[config.mk]
export PLATFORM = sky130hd
export DESIGN_NAME = alu_issue_stage_flat
export DESIGN_NICKNAME = d
export VERILOG_FILES = /design/src/rtl/alu_issue_stage_pkg.sv /design/src/rtl/alu_issue_stage_if.sv /design/src/rtl/alu_issue_stage_imm_gen.sv /design/src/rtl/alu_issue_stage.sv /design/src/flat_wrapper.sv
export SDC_FILE = /design/constraint.sdc
export NUM_CORES = 1
export LEC_CHECK = 0
export ABC_AREA = 1
export ABC_CLOCK_PERIOD_IN_PS = 3270
export CAP_MARGIN = 20
export CORE_AREA = 2 2 126 128
export CTS_BUF_LIST = sky130_fd_sc_hd__clkbuf_4
export CTS_CLUSTER_DIAMETER = 60
export DETAILED_ROUTE_END_ITERATION = 8
export DIE_AREA = 0 0 128 130
export PLACE_DENSITY_LB_ADDON = 0.2
export RECOVER_POWER = 100
export SYNTH_ARGS = -nofsm -noshare
export SYNTH_HDL_FRONTEND = slang
export SYNTH_SLANG_ARGS = --single-unit
[constraint.sdc]
create_clock -name clk -period 3.27 [get_ports clk]
set_input_delay 0.327 -clock clk [delete_from_list [all_inputs] [get_ports clk]]
set_output_delay 0.327 -clock clk [all_outputs]
set_load 0.005 [all_outputs]
[src/rtl/alu_issue_stage_pkg.sv]
// Shared decode constants and types for the ALU issue stage.
// The funct3 values follow the ALU result-mux order, so they pass straight through as alu_op.
package alu_issue_stage_pkg;

    localparam int DATA_W = 32;

    localparam logic [6:0] OPC_OP    = 7'b0110011;
    localparam logic [6:0] OPC_OPIMM = 7'b0010011;
    localparam logic [6:0] OPC_LUI   = 7'b0110111;
    localparam logic [6:0] OPC_AUIPC = 7'b0010111;

    localparam logic [2:0] F3_ADD  = 3'b000;
    localparam logic [2:0] F3_SLL  = 3'b001;
    localparam logic [2:0] F3_SLT  = 3'b010;
    localparam logic [2:0] F3_SLTU = 3'b011;
    localparam logic [2:0] F3_XOR  = 3'b100;
    localparam logic [2:0] F3_SR   = 3'b101;
    localparam logic [2:0] F3_OR   = 3'b110;
    localparam logic [2:0] F3_AND  = 3'b111;

    localparam logic [6:0] F7_BASE = 7'b0000000;
    localparam logic [6:0] F7_ALT  = 7'b0100000;

    typedef struct packed {
        logic [DATA_W-1:0] a;
        logic [DATA_W-1:0] b;
        logic [2:0]        op;
        logic              control;
        logic              legal;
    } operand_sel_t;

    // Only add/sub and the right shifts have an alternate (instr[30]) form.
    function automatic logic has_alt_form(input logic [2:0] f3);
        return (f3 == F3_ADD) || (f3 == F3_SR);
    endfunction

endpackage

[src/rtl/alu_issue_stage_if.sv]
// Upstream instruction handshake, flush, and the registered operand bundle handed to the ALU.
interface alu_issue_stage_if;
    import alu_issue_stage_pkg::*;

    logic              in_valid;
    logic              in_ready;
    logic [DATA_W-1:0] in_instr;
    logic [DATA_W-1:0] in_pc;
    logic [DATA_W-1:0] in_rs1;
    logic [DATA_W-1:0] in_rs2;
    logic              flush;
    logic              out_valid;
    logic              out_ready;
    logic [DATA_W-1:0] alu_a;
    logic [DATA_W-1:0] alu_b;
    logic [2:0]        alu_op;
    logic              alu_control;
    logic              alu_lt;
    logic              alu_ltu;
    logic [4:0]        rd;
    logic              wb_en;
    logic              illegal;

    modport master (
        output in_valid, in_instr, in_pc, in_rs1, in_rs2, flush, out_ready,
        input  in_ready, out_valid, alu_a, alu_b, alu_op, alu_control,
               alu_lt, alu_ltu, rd, wb_en, illegal
    );

    modport slave (
        input  in_valid, in_instr, in_pc, in_rs1, in_rs2, flush, out_ready,
        output in_ready, out_valid, alu_a, alu_b, alu_op, alu_control,
               alu_lt, alu_ltu, rd, wb_en, illegal
    );

endinterface

[src/rtl/alu_issue_stage_imm_gen.sv]
// Combinational I-type and U-type immediate extraction from the raw instruction word.
module imm_gen
    import alu_issue_stage_pkg::*;
(
    input  logic [DATA_W-1:0] instr,
    output logic [DATA_W-1:0] imm_i,
    output logic [DATA_W-1:0] imm_u
);

    assign imm_i = {{20{instr[31]}}, instr[31:20]};
    assign imm_u = {instr[31:12], 12'h000};

endmodule

[src/rtl/alu_issue_stage.sv]
// Issue stage in front of the RV32I ALU: decodes OP/OP-IMM/LUI/AUIPC, selects operands,
// precomputes the compare flags and holds the result in a single valid/ready register.
module alu_issue_stage
    import alu_issue_stage_pkg::*;
#(
    parameter int XLEN = 32
) (
    input  logic             clk,
    input  logic             rst,
    alu_issue_stage_if.slave bus
);

    logic [6:0]      opcode_s;
    logic [2:0]      funct3_s;
    logic [6:0]      funct7_s;
    logic [4:0]      rd_s;
    logic [XLEN-1:0] imm_i_s;
    logic [XLEN-1:0] imm_u_s;
    operand_sel_t    raw_s;
    operand_sel_t    sel_s;
    logic            lt_s;
    logic            ltu_s;
    logic            accept_s;

    assign opcode_s = bus.in_instr[6:0];
    assign funct3_s = bus.in_instr[14:12];
    assign funct7_s = bus.in_instr[31:25];
    assign rd_s     = bus.in_instr[11:7];

    imm_gen u_imm_gen (
        .instr (bus.in_instr),
        .imm_i (imm_i_s),
        .imm_u (imm_u_s)
    );

    // Format decode and operand selection; a non-11 low pair never matches any opcode constant.
    always_comb begin
        raw_s = '0;
        case (opcode_s)
            OPC_OP: begin
                raw_s.a       = bus.in_rs1;
                raw_s.b       = bus.in_rs2;
                raw_s.op      = funct3_s;
                raw_s.control = has_alt_form(funct3_s) ? bus.in_instr[30] : 1'b0;
                raw_s.legal   = (funct7_s == F7_BASE) ||
                                ((funct7_s == F7_ALT) && has_alt_form(funct3_s));
            end
            OPC_OPIMM: begin
                raw_s.a       = bus.in_rs1;
                raw_s.b       = imm_i_s;
                raw_s.op      = funct3_s;
                raw_s.control = (funct3_s == F3_SR) ? bus.in_instr[30] : 1'b0;
                case (funct3_s)
                    F3_SLL:  raw_s.legal = (funct7_s == F7_BASE);
                    F3_SR:   raw_s.legal = (funct7_s == F7_BASE) || (funct7_s == F7_ALT);
                    default: raw_s.legal = 1'b1;
                endcase
            end
            OPC_LUI: begin
                raw_s.b     = imm_u_s;
                raw_s.legal = 1'b1;
            end
            OPC_AUIPC: begin
                raw_s.a     = bus.in_pc;
                raw_s.b     = imm_u_s;
                raw_s.legal = 1'b1;
            end
            default: raw_s.legal = 1'b0;
        endcase
    end

    // Illegal encodings present zero operands and an ADD so the ALU sees a benign input.
    always_comb begin
        if (raw_s.legal) begin
            sel_s = raw_s;
        end else begin
            sel_s = '0;
        end
    end

    assign lt_s     = $signed(sel_s.a) < $signed(sel_s.b);
    assign ltu_s    = sel_s.a < sel_s.b;
    assign accept_s = bus.in_valid && bus.in_ready;
    assign bus.in_ready = !bus.out_valid || bus.out_ready;

    // Holding register: reset beats flush, flush beats accept, otherwise drain or hold.
    always_ff @(posedge clk) begin
        if (rst) begin
            bus.out_valid   <= 1'b0;
            bus.alu_a       <= '0;
            bus.alu_b       <= '0;
            bus.alu_op      <= 3'b000;
            bus.alu_control <= 1'b0;
            bus.alu_lt      <= 1'b0;
            bus.alu_ltu     <= 1'b0;
            bus.rd          <= 5'd0;
            bus.wb_en       <= 1'b0;
            bus.illegal     <= 1'b0;
        end else if (bus.flush) begin
            bus.out_valid <= 1'b0;
        end else if (accept_s) begin
            bus.out_valid   <= 1'b1;
            bus.alu_a       <= sel_s.a;
            bus.alu_b       <= sel_s.b;
            bus.alu_op      <= sel_s.op;
            bus.alu_control <= sel_s.control;
            bus.alu_lt      <= lt_s;
            bus.alu_ltu     <= ltu_s;
            bus.rd          <= rd_s;
            bus.wb_en       <= sel_s.legal && (rd_s != 5'd0);
            bus.illegal     <= !sel_s.legal;
        end else if (bus.out_ready) begin
            bus.out_valid <= 1'b0;
        end
    end

endmodule

[src/flat_wrapper.sv]
// flat-port wrapper written by rule: the top's interface ports become plain ports
module alu_issue_stage_flat import alu_issue_stage_pkg::*;
#(
    parameter int XLEN = 32
)
  (clk, rst, bus_in_valid, bus_in_instr, bus_in_pc, bus_in_rs1, bus_in_rs2, bus_flush, bus_out_ready, bus_in_ready, bus_out_valid, bus_alu_a, bus_alu_b, bus_alu_op, bus_alu_control, bus_alu_lt, bus_alu_ltu, bus_rd, bus_wb_en, bus_illegal);
  alu_issue_stage_if bus_i ();
  input  logic clk;
  input  logic rst;
  input wire logic [$bits(bus_i.in_valid)-1:0] bus_in_valid;
  input wire logic [$bits(bus_i.in_instr)-1:0] bus_in_instr;
  input wire logic [$bits(bus_i.in_pc)-1:0] bus_in_pc;
  input wire logic [$bits(bus_i.in_rs1)-1:0] bus_in_rs1;
  input wire logic [$bits(bus_i.in_rs2)-1:0] bus_in_rs2;
  input wire logic [$bits(bus_i.flush)-1:0] bus_flush;
  input wire logic [$bits(bus_i.out_ready)-1:0] bus_out_ready;
  output wire logic [$bits(bus_i.in_ready)-1:0] bus_in_ready;
  output wire logic [$bits(bus_i.out_valid)-1:0] bus_out_valid;
  output wire logic [$bits(bus_i.alu_a)-1:0] bus_alu_a;
  output wire logic [$bits(bus_i.alu_b)-1:0] bus_alu_b;
  output wire logic [$bits(bus_i.alu_op)-1:0] bus_alu_op;
  output wire logic [$bits(bus_i.alu_control)-1:0] bus_alu_control;
  output wire logic [$bits(bus_i.alu_lt)-1:0] bus_alu_lt;
  output wire logic [$bits(bus_i.alu_ltu)-1:0] bus_alu_ltu;
  output wire logic [$bits(bus_i.rd)-1:0] bus_rd;
  output wire logic [$bits(bus_i.wb_en)-1:0] bus_wb_en;
  output wire logic [$bits(bus_i.illegal)-1:0] bus_illegal;
  assign bus_i.in_valid = bus_in_valid;
  assign bus_i.in_instr = bus_in_instr;
  assign bus_i.in_pc = bus_in_pc;
  assign bus_i.in_rs1 = bus_in_rs1;
  assign bus_i.in_rs2 = bus_in_rs2;
  assign bus_i.flush = bus_flush;
  assign bus_i.out_ready = bus_out_ready;
  assign bus_in_ready = bus_i.in_ready;
  assign bus_out_valid = bus_i.out_valid;
  assign bus_alu_a = bus_i.alu_a;
  assign bus_alu_b = bus_i.alu_b;
  assign bus_alu_op = bus_i.alu_op;
  assign bus_alu_control = bus_i.alu_control;
  assign bus_alu_lt = bus_i.alu_lt;
  assign bus_alu_ltu = bus_i.alu_ltu;
  assign bus_rd = bus_i.rd;
  assign bus_wb_en = bus_i.wb_en;
  assign bus_illegal = bus_i.illegal;
  alu_issue_stage #(.XLEN(XLEN)) u_core (.clk(clk), .rst(rst), .bus(bus_i));
endmodule
Yosys cells after proc, flatten, opt, wreduce, memory -nomap -nowiden
Cells that the tools add are included.
{"block": "word_totals", "register_bits": 78, "ramBits": 0, "elab_cells": 47, "romBits": 0, "n_memories": 0, "latchBits": 0}
{"block": "classes", "bitwise": 1, "shift": 0, "eq_ne": 7, "mux": 10, "reduce_logical": 17, "mul": 0, "addsub": 0, "magnitude_cmp": 2, "div_mod_pow": 0}
{"operator": "$pmux 32 s3", "count": 1}
{"operator": "$mux 69", "count": 1}
{"operator": "$lt 32x32->1", "count": 2}
{"operator": "$pmux 32 s2", "count": 1}
{"operator": "$eq 7x6->1 const B", "count": 3}
{"operator": "$eq 7x5->1 const B", "count": 2}
{"operator": "$pmux 4 s2", "count": 1}
{"operator": "$logic_not 7->1", "count": 1}
{"operator": "$reduce_or 2->1", "count": 3}
{"operator": "$reduce_bool 5->1", "count": 1}
{"operator": "$logic_or 1x1->1", "count": 4}
{"operator": "$mux 1", "count": 4}
{"operator": "$eq 3x1->1 const B", "count": 1}
{"operator": "$eq 3x3->1 const B", "count": 1}
{"operator": "$logic_and 1x1->1", "count": 3}
{"operator": "$logic_not 3->1", "count": 1}
{"operator": "$pmux 1 s3", "count": 1}
{"operator": "$logic_not 1->1", "count": 2}
{"operator": "$pmux 1 s2", "count": 1}
{"operator": "$reduce_and 2->1", "count": 1}
{"operator": "$reduce_bool 2->1", "count": 1}
{"operator": "$not 1->1", "count": 1}

Logic depth before layout (Yosys ltp)
Gate-level depths: netlist of run 1.
{"block": "logic_depth", "word_depth": 7, "ltp_mapped": 25}

Cells and area by module
Synthesis of run 1 repeated with hierarchy kept, for this count alone.
{"block": "unflattened", "cells_unflattened": 744, "hier_area_um2": 5251.3}
{"module": "alu_issue_stage", "n_inst": 1, "area_per_inst_um2": 4767.1, "cells_each": 679}
{"module": "imm_gen", "n_inst": 1, "area_per_inst_um2": 484.2, "cells_each": 65}

Least setup slack after synthesis of run 1
No wires, ideal clock.
{"block": "synth_path", "kind": "input -> register", "start": "input bus_in_instr[1]", "end": "register u_core.bus.alu_lt", "slack_ns": 0.556, "arrival_time_ns": 2.599, "required_time_ns": 3.155, "n_path_buf": 2, "stages": 19, "setup_time_ns": 0.115, "cell_sequence": "nand2_1 > nor2_4 > nand3_4 > nor2_4 > nand2_1 > nand3_1 > buf_2 > clkbuf_1 > o21ai_0 > ha_1 > a21oi_1 > nor2_1 > a211oi_1 > o221a_2 > o21ai_0 > inv_1 > nand2_2 > a21oi_1 > nor2_1"}
{"block": "synth_between", "elab_chain_len": 5}
{"element": "from (decl)", "line_no": "flat_wrapper.sv:11", "rtl": "input wire logic [$bits(bus_i.in_instr)-1:0] bus_in_instr;"}
{"element": "$eq 7x6->1 / $eq 7x5->1 (equally long branches)", "line_no": "alu_issue_stage.sv:39", "rtl": "case (opcode_s)"}
{"element": "$reduce_or 2->1 (no source line)"}
{"element": "$pmux 1 s3 (tied with other cells)", "line_no": "alu_issue_stage.sv:39"}
{"element": "$mux 69 *", "line_no": "alu_issue_stage.sv:74", "rtl": "if (raw_s.legal) begin"}
{"element": "$lt 32x32->1 *", "line_no": "alu_issue_stage.sv:81", "rtl": "assign lt_s = $signed(sel_s.a) < $signed(sel_s.b);"}
{"element": "to (signal assigned)", "line_no": "alu_issue_stage.sv:107", "rtl": "bus.alu_lt <= lt_s;"}
{"element": "to (decl)", "line_no": "alu_issue_stage_if.sv:33", "rtl": "alu_lt, alu_ltu, rd, wb_en, illegal"}
Every way passes the cells marked *; elsewhere a longest branch is shown, timed or not.
A chain may end at the register's enable or synchronous reset.

Final worst setup path of run 1
{"block": "layout_path", "start": "input bus_in_instr[25]", "end": "register u_core.bus.alu_lt"}
{"block": "layout_between", "elab_chain_len": 6}
{"element": "$eq 7x6->1 / $logic_not 7->1 (equally long branches)"}
{"element": "$logic_or 1x1->1 / $logic_and 1x1->1 (equally long branches)", "line_no": "alu_issue_stage.sv:55, alu_issue_stage.sv:46"}
{"element": "$pmux 1 s2 / $logic_or 1x1->1 (equally long branches)", "line_no": "alu_issue_stage.sv:53, alu_issue_stage.sv:45"}
{"element": "$pmux 1 s3", "line_no": "alu_issue_stage.sv:39"}
{"element": "$mux 69 *", "line_no": "alu_issue_stage.sv:74"}
{"element": "$lt 32x32->1 *", "line_no": "alu_issue_stage.sv:81"}
Marked as above.

==> results of run 1 <==
[registers in the layout (all words and copies together), names as in the netlist]
| name | flops |
|---|---|
| u_core.bus.alu_op | 3 |
| u_core.bus.alu_b | 32 |
| u_core.bus.rd | 5 |
| u_core.bus.alu_control | 1 |
| u_core.bus.illegal | 1 |
| u_core.bus.alu_a | 32 |
| u_core.bus.out_valid | 1 |
| u_core.bus.alu_ltu | 1 |
| u_core.bus.wb_en | 1 |
| u_core.bus.alu_lt | 1 |
[metal layers]
metal	vias up	track usage	share of wire
met4	0	0.0879	0.023
li1	2614	-	-
met2	161	0.352	0.48
met1	2212	0.246	0.43
met5	-	0	0
met3	21	0.0480	0.068
[through the flow]
stage          area, µm²  total power [mW]
2_1_floorplan       4510              1.16
3_3_place_gp        7030              1.48
3_5_place_dp        7030              1.48
4_1_cts             7140              2.02
5_1_grt             7130              2.07
6_report            7130              1.97
[cells in the final DEF, fill, tap and decap left out, types with 3 or more instances in the layout]
master / count
clkdlybuf4s50_1: 132
nand2_1: 127
o21ai_0: 123
a21oi_1: 85
dlygate4sd3_1: 79
dfxtp_1: 78
inv_1: 68
a22o_1: 31
ha_1: 31
buf_4: 28
nor2_1: 21
clkbuf_4: 13
nand3_1: 7
nor2_4: 5
a211oi_1: 5
buf_12: 5
inv_2: 3
nor3_1: 3
[critical path: stages]
cell and delay, ns:
clkdlybuf4s50_1 0.41, nor2_1 0.22, nand2_1 0.10, nor2_1 0.15
nand2_1 0.08, nand2_1 0.06, nand2_1 0.04, nand3_1 0.14
buf_12 0.16, buf_12 0.19, nand2_1 0.11, ha_1 0.32
a21oi_1 0.16, nor2_1 0.06, a211oi_1 0.17, o221a_2 0.21
nand2_1 0.08, nand2_1 0.08, nand2_2 0.06, a21oi_1 0.11
nor2_1 0.07
[logic make-up after synthesis]
group | Yosys count | synth area share
compound gates | 250 | 0.312
simple gates | 169 | 0.157
buf+inv | 116 | 0.0983
flops | 78 | 0.347
fa+ha+maj | 31 | 0.0861
[worst max path at each step]
stage	from	endpoint	depth (start not counted)
after floorplan	bus_in_instr[1]	u_core.bus.alu_lt$_SDFFE_PP0P_	19
after global placement	bus_in_instr[14]	u_core.bus.alu_lt$_SDFFE_PP0P_	22
after detailed placement	bus_in_instr[25]	u_core.bus.alu_lt$_SDFFE_PP0P_	21
after CTS	bus_in_instr[25]	u_core.bus.alu_lt$_SDFFE_PP0P_	21
after global routing	bus_in_instr[26]	u_core.bus.alu_lt$_SDFFE_PP0P_	22
final	bus_in_instr[25]	u_core.bus.alu_lt$_SDFFE_PP0P_	21
[area by class of cell]
type                       count  share of cell area
sequential                    78               0.219
clock inverter                 2             0.00140
antenna                        2            0.000702
timing repair buffer         247               0.342
inverter                      72              0.0379
tap                          192              0.0337
multi-input combinational    450               0.352
clock buffer                  13              0.0137
[power by group through the flow]
stage / Sequential [mW] / Combinational [mW] / Clock (mW)
4_1_cts: 1.03 / 0.429 / 0.559
3_5_place_dp: 1.05 / 0.426 / 0
2_1_floorplan: 1.05 / 0.108 / 0
6_report: 1.03 / 0.404 / 0.541
5_1_grt: 1.03 / 0.441 / 0.595
3_3_place_gp: 1.05 / 0.426 / 0
==> flow_metrics.env, run 1 <==
export IMPL_io_pins=212
export IMPL_syn_inst=644
export IMPL_hold_end="u_core.bus.out_valid$_SDFFE_PP0P_"
export IMPL_drc=0
export IMPL_die_area_um2=16600
export IMPL_min_from="bus_in_valid"
export IMPL_p_seq_frac=0.520
export IMPL_core_um2=15400
export IMPL_grt_pass1_wl_mm=26.1
export IMPL_antenna_left=0
export IMPL_ir_drop_v=0.000130
export IMPL_cts_root_buf="clkbuf_4"
export IMPL_seqCellArea_um2=1560
export IMPL_status="completed"
export IMPL_via_per_inst=4.74
export IMPL_syn_num_nets=808
export IMPL_min_path_type="in -> reg"
export IMPL_antenna_found_initial=2
export IMPL_final_hold_violation_count=0
export IMPL_ff2ff_path_depth=6
export IMPL_pwr_share_clk=0.275
export IMPL_path_max_fanout=32
export IMPL_final_cells=1056
export IMPL_wl_per_cell_um=15.9
export IMPL_hpwl_mm=13.2
export IMPL_layout_nets=1022
export IMPL_vias=5008
export IMPL_yosys_warnings=0
export IMPL_initial_core_util=0.292
export IMPL_rsz0062_at_grt="false"
export IMPL_clockBufferDepth=2
export IMPL_grt_pass1_vias=4893
export IMPL_pwr_share_comb=0.205
export IMPL_leakagePower_nw=3.31
export IMPL_synth_top_area_share=0.347
export IMPL_worst_slew_pin_slew_ns=1.04
export IMPL_dr_pass1_iters=5
export IMPL_die_y_um=130
export IMPL_syn_mean_instance_area_um2=7.00
export IMPL_ys_seq_area_frac=0.347
export IMPL_cp_data_required_time_ns=3.65
export IMPL_dp_slack_ns=-0.0885
export IMPL_cts_hold_buffers=0
export IMPL_cellInternalPower_mw=1.44
export IMPL_grt_overflow_total=0
export IMPL_critPathLaunchType="primary input"
export IMPL_gp_congestion=0.838
export IMPL_max_cap_violations=0
export IMPL_die_width_um=128
export IMPL_yosysMostFrequentCell="nand2_1"
export IMPL_cts_post_setup_buffers_inserted=0
export IMPL_ys_flop_type="dfxtp_1"
export IMPL_grt_max_degree=59
export IMPL_h_tree_depth=3
export IMPL_synth_seq_cells=78
export IMPL_synth_edf_count=0
export IMPL_worst_endpoint_arrival_ns=3.33
export IMPL_slew_violations=0
export IMPL_utilization=0.462
export IMPL_p_sw_frac=0.272
export IMPL_multiInputGateArea_um2=2510
export IMPL_p_sw_mw=0.535
export IMPL_port_buffer_count=211
export IMPL_post_cts_resized=0
export IMPL_ff2ff_setup_slack_ns=1.01
export IMPL_synth_cell_types=27
export IMPL_placementRows=46
export IMPL_hold_ws_ns=0.400
export IMPL_crit_type="in -> reg"
export IMPL_clock_latency_ns=0.48
export IMPL_powerDensity_nw_per_um2=277
export IMPL_drtIter0Drc=215
export IMPL_setup_viol=0
export IMPL_fin_crit_ns=2.95
export IMPL_clk_pin_slew_ns=0.14
export IMPL_synth_area_leaders="dfxtp_1 35%, o21ai_0 14%, nand2_1 11%"
export IMPL_synth_cell_area_um2=4510
export IMPL_finalSetupTns_ns=0
export IMPL_place_inst=1039
export IMPL_fin_crit_sh=0.902
export IMPL_rr_endpoint="u_core.bus.alu_a[16]$_SDFFE_PP0P_"
export IMPL_drive_above_1_share=0.0742
export IMPL_wirelength_mm=16.8
export IMPL_worstReg2RegStart="u_core.bus.out_valid$_SDFFE_PP0P_"
export IMPL_syn_to_final_growth_pct=58.2
export IMPL_synthArstFlopShare=0
export IMPL_min_path_cells=3
export IMPL_crit_path_end_kind="register"
export IMPL_finalClockSkew_ns=0.0272
export IMPL_clock_fmax_mhz=339
export IMPL_fin_ws_ns=0.319
export IMPL_fillCellCount=1641
export IMPL_clock_sinks=78
export IMPL_synthTopCellsByCount="127 x nand2_1, 123 x o21ai_0, 85 x a21oi_1"
export IMPL_grt_total_usage=0.205
export IMPL_synth_top_area_cell="dfxtp_1"
export IMPL_relSlewSlack=0.309
export IMPL_cts_buffers_inserted=9
export IMPL_cts_tree="yes"
(Power assumes the default switching activity.)
==> inputs of run 2 (changes only) <==
--- a/config.mk
+++ b/config.mk
@@ -8,13 +8,13 @@
 export ABC_AREA = 1
 export ABC_CLOCK_PERIOD_IN_PS = 3270
 export CAP_MARGIN = 20
-export CORE_AREA = 2 2 126 128
+export CORE_AREA = 2 2 106 108
 export CTS_BUF_LIST = sky130_fd_sc_hd__clkbuf_4
 export CTS_CLUSTER_DIAMETER = 60
 export DETAILED_ROUTE_END_ITERATION = 8
-export DIE_AREA = 0 0 128 130
+export DIE_AREA = 0 0 108 110
 export PLACE_DENSITY_LB_ADDON = 0.2
-export RECOVER_POWER = 100
+export SETUP_SLACK_MARGIN = 0.3
 export SYNTH_ARGS = -nofsm -noshare
 export SYNTH_HDL_FRONTEND = slang
 export SYNTH_SLANG_ARGS = --single-unit
==> run 2 against run 1 <==
Clock-buffer cell count down 4. Critical path depth up 1. Global-route usage up 5.7 points. First-iteration DRC count up 40%. Clock power up 45%. Cell area up 2.1%. Sequential share of layout area down 0.45 points. Worst hold slack worse by 0.15 ns. Worst setup slack better by 0.031 ns. Non-clock buffer count down 6. Register-to-register slack better by 0.51 ns. Sequential cell count unchanged. Critical path type unchanged. Critical endpoint unchanged. Largest power group unchanged.
==> flow_metrics.env, run 2 (synthesized netlist as in run 1, its figures left out) <==
export IMPL_status="completed"
export IMPL_gp_congestion=0.943
export IMPL_largest_registers="u_core.bus.alu_a x32, u_core.bus.alu_b x32, u_core.bus.rd x5"
export IMPL_finalPower_mw=2.25
export IMPL_clock_fmax_mhz=343
export IMPL_leakagePower_nw=3.19
export IMPL_rsz0062_at_grt="true"
export IMPL_layout_commonest_cell="clkdlybuf4s50_1"
export IMPL_dp_slack_ns=-0.0594
export IMPL_die_width_um=108
export IMPL_setup_viol=0
export IMPL_critPathTopFamily="simple AND/OR/NAND/NOR gates"
export IMPL_drtIter0Drc=300
export IMPL_critPathBufInv=5
export IMPL_fin_ws_ns=0.350
export IMPL_min_path_type="in -> reg"
export IMPL_min_from="bus_in_instr[13]"
export IMPL_fin_crit_sh=0.893
export IMPL_crit_chain="clkdlybuf4s50_1 > nor2_2 > nand2_2 > nor2_2 > nor2_1 > nand2_1 > nand2_2 > nand3_4 > buf_12 > clkbuf_16 > nand2_1 > inv_1 > ha_1 > nand4_1 > nor3_2 > inv_1 > nor4_2 > nand2_1 > nand2_2 > nand3_1 > nand2_1 > nor2_1"
export IMPL_hold_end="u_core.bus.alu_op[1]$_SDFFE_PP0P_"
export IMPL_powerDensity_nw_per_um2=309
export IMPL_finalClockSkew_ns=0.00724
export IMPL_rr_endpoint="u_core.bus.alu_b[15]$_SDFFE_PP0P_"
export IMPL_met2_length_mm=7.95
export IMPL_wl_met1_mm=6.53
export IMPL_h_tree_depth=3
export IMPL_initial_core_util=0.421
export IMPL_crit_path_max_incr_delay_ns=0.49
export IMPL_path_max_fanout=16
export IMPL_routed_top_layer="met4"
export IMPL_crit_path_end_kind="register"
export IMPL_min_path_cells=3
export IMPL_clockBufferDepth=2
export IMPL_ff2ff_path_depth=6
export IMPL_slew_violations=0
export IMPL_max_cap_violations=0
export IMPL_syn_to_final_growth_pct=61.5
export IMPL_ir_drop_v=0.000219
export IMPL_wirelength_mm=16.2
export IMPL_clk_pin_slew_ns=0.12
export IMPL_clock_sinks=78
export IMPL_core_um2=10700
export IMPL_relSlewSlack=0.510
export IMPL_grt_pass1_wl_mm=24.4
export IMPL_antenna_found_initial=1
export IMPL_fin_crit_ns=2.92
export IMPL_die_area_um2=11900
export IMPL_dr_pass1_iters=5
export IMPL_vias=5258
export IMPL_wl_per_cell_um=16.2
export IMPL_placementRows=38
export IMPL_worst_endpoint_arrival_ns=3.23
export IMPL_cp_slowest_cell="clkdlybuf4s50_1"
export IMPL_grt_overflow_total=0
export IMPL_cp_data_required_time_ns=3.58
export IMPL_io_pins=212
export IMPL_via_per_inst=5.28
export IMPL_worst_slew_pin_slew_ns=0.734
export IMPL_grt_total_usage=0.261
export IMPL_ff2ff_setup_slack_ns=1.52
export IMPL_clock_latency_ns=0.41
export IMPL_port_buffer_count=211
export IMPL_crit_type="in -> reg"
export IMPL_grt_max_degree=84
export IMPL_antenna_left=0
export IMPL_hpwl_mm=12.4
export IMPL_drive_above_1_share=0.0889
export IMPL_critPathMostFrequentCell="nand2_1"
export IMPL_die_y_um=110
export IMPL_final_cell_mix="206 x clkdlybuf4s50_1, 125 x nand2_1, 122 x o21ai_0"
export IMPL_crit_path_start="bus_in_instr[27]"
export IMPL_final_hold_violation_count=0
export IMPL_cts_tree="yes"
export IMPL_wl_met3_mm=1.27
export IMPL_utilization=0.680
export IMPL_grt_pass1_vias=5069
export IMPL_critPathLaunchType="primary input"
export IMPL_worstReg2RegStart="u_core.bus.out_valid$_SDFFE_PP0P_"
export IMPL_layout_nets=1016
export IMPL_drc=0
export IMPL_cts_buffers_inserted=9
export IMPL_cts_hold_buffers=0
export IMPL_cts_root_buf="clkbuf_4"
## run 2: changes by cell type in the layout (fill, tap and decap cells not counted), moves of 3 or more
cell and change:
clkdlybuf4s50_1 +74, bufinv_16 +4, nor2_1 -5, clkbuf_4 -4, nor3_1 -3, buf_4 -10, nor2_2 +5, clkbuf_16 +3
nor3_2 +3, buf_6 +3, dlymetal6s2s_1 +5, dlygate4sd3_1 -79
## run 2: per-stage QoR
step	hold WS [ns]	area (µm²)	instances	setup TNS, ns
final	0.252	7280	996	0
after global routing	0.234	7280	996	0
after CTS	0.460	7060	988	0
after detailed placement	0.458	6870	974	-0.0594
after global placement	0.457	6870	974	0
after floorplan	0.405	4510	644	0
## run 2: layout make-up
| cell class | instances | area [µm²] |
|---|---|---|
| flip-flops and latches | 78 | 1560 |
| repair buffers | 241 | 2490 |
| clock inverters | 5 | 124 |
| well taps | 140 | 175 |
| inverters | 72 | 270 |
| diodes | 1 | 2.50 |
| clock buffers | 9 | 67.6 |
| fillers | 917 | 3420 |
| multi-input cells | 450 | 2590 |
## run 2: routing by layer
metal	track usage	vias to the layer above
met3	0.0517	30
met2	0.456	233
met5	0	-
met4	0.0971	0
met1	0.319	2397
li1	-	2598
## run 2: worst max-delay path by stage
stage | to | slack [ns] | cells past startpoint
3_3_place_gp | u_core.bus.alu_lt$_SDFFE_PP0P_ | 0.04 | 19
3_5_place_dp | u_core.bus.alu_lt$_SDFFE_PP0P_ | -0.06 | 19
6_report | u_core.bus.alu_lt$_SDFFE_PP0P_ | 0.35 | 22
2_1_floorplan | u_core.bus.alu_lt$_SDFFE_PP0P_ | 0.56 | 19
4_1_cts | u_core.bus.alu_lt$_SDFFE_PP0P_ | 0.36 | 19
5_1_grt | u_core.bus.alu_lt$_SDFFE_PP0P_ | 0.17 | 24
## run 2: power breakdown
group          switching, mW  internal, mW
combinational          0.160         0.271
clock                  0.329         0.454
sequential            0.0277          1.00
## run 2: tightest hold or removal path, cell delays in order
cell	delay (ns)
dlymetal6s2s_1	0.15
nand2_1	0.09
a21oi_1	0.06
## run 2: repair_timing
item,CTS,global route
endpoints found under the setup margin,0,2
resized for setup,0,28
setup buffers,0,4
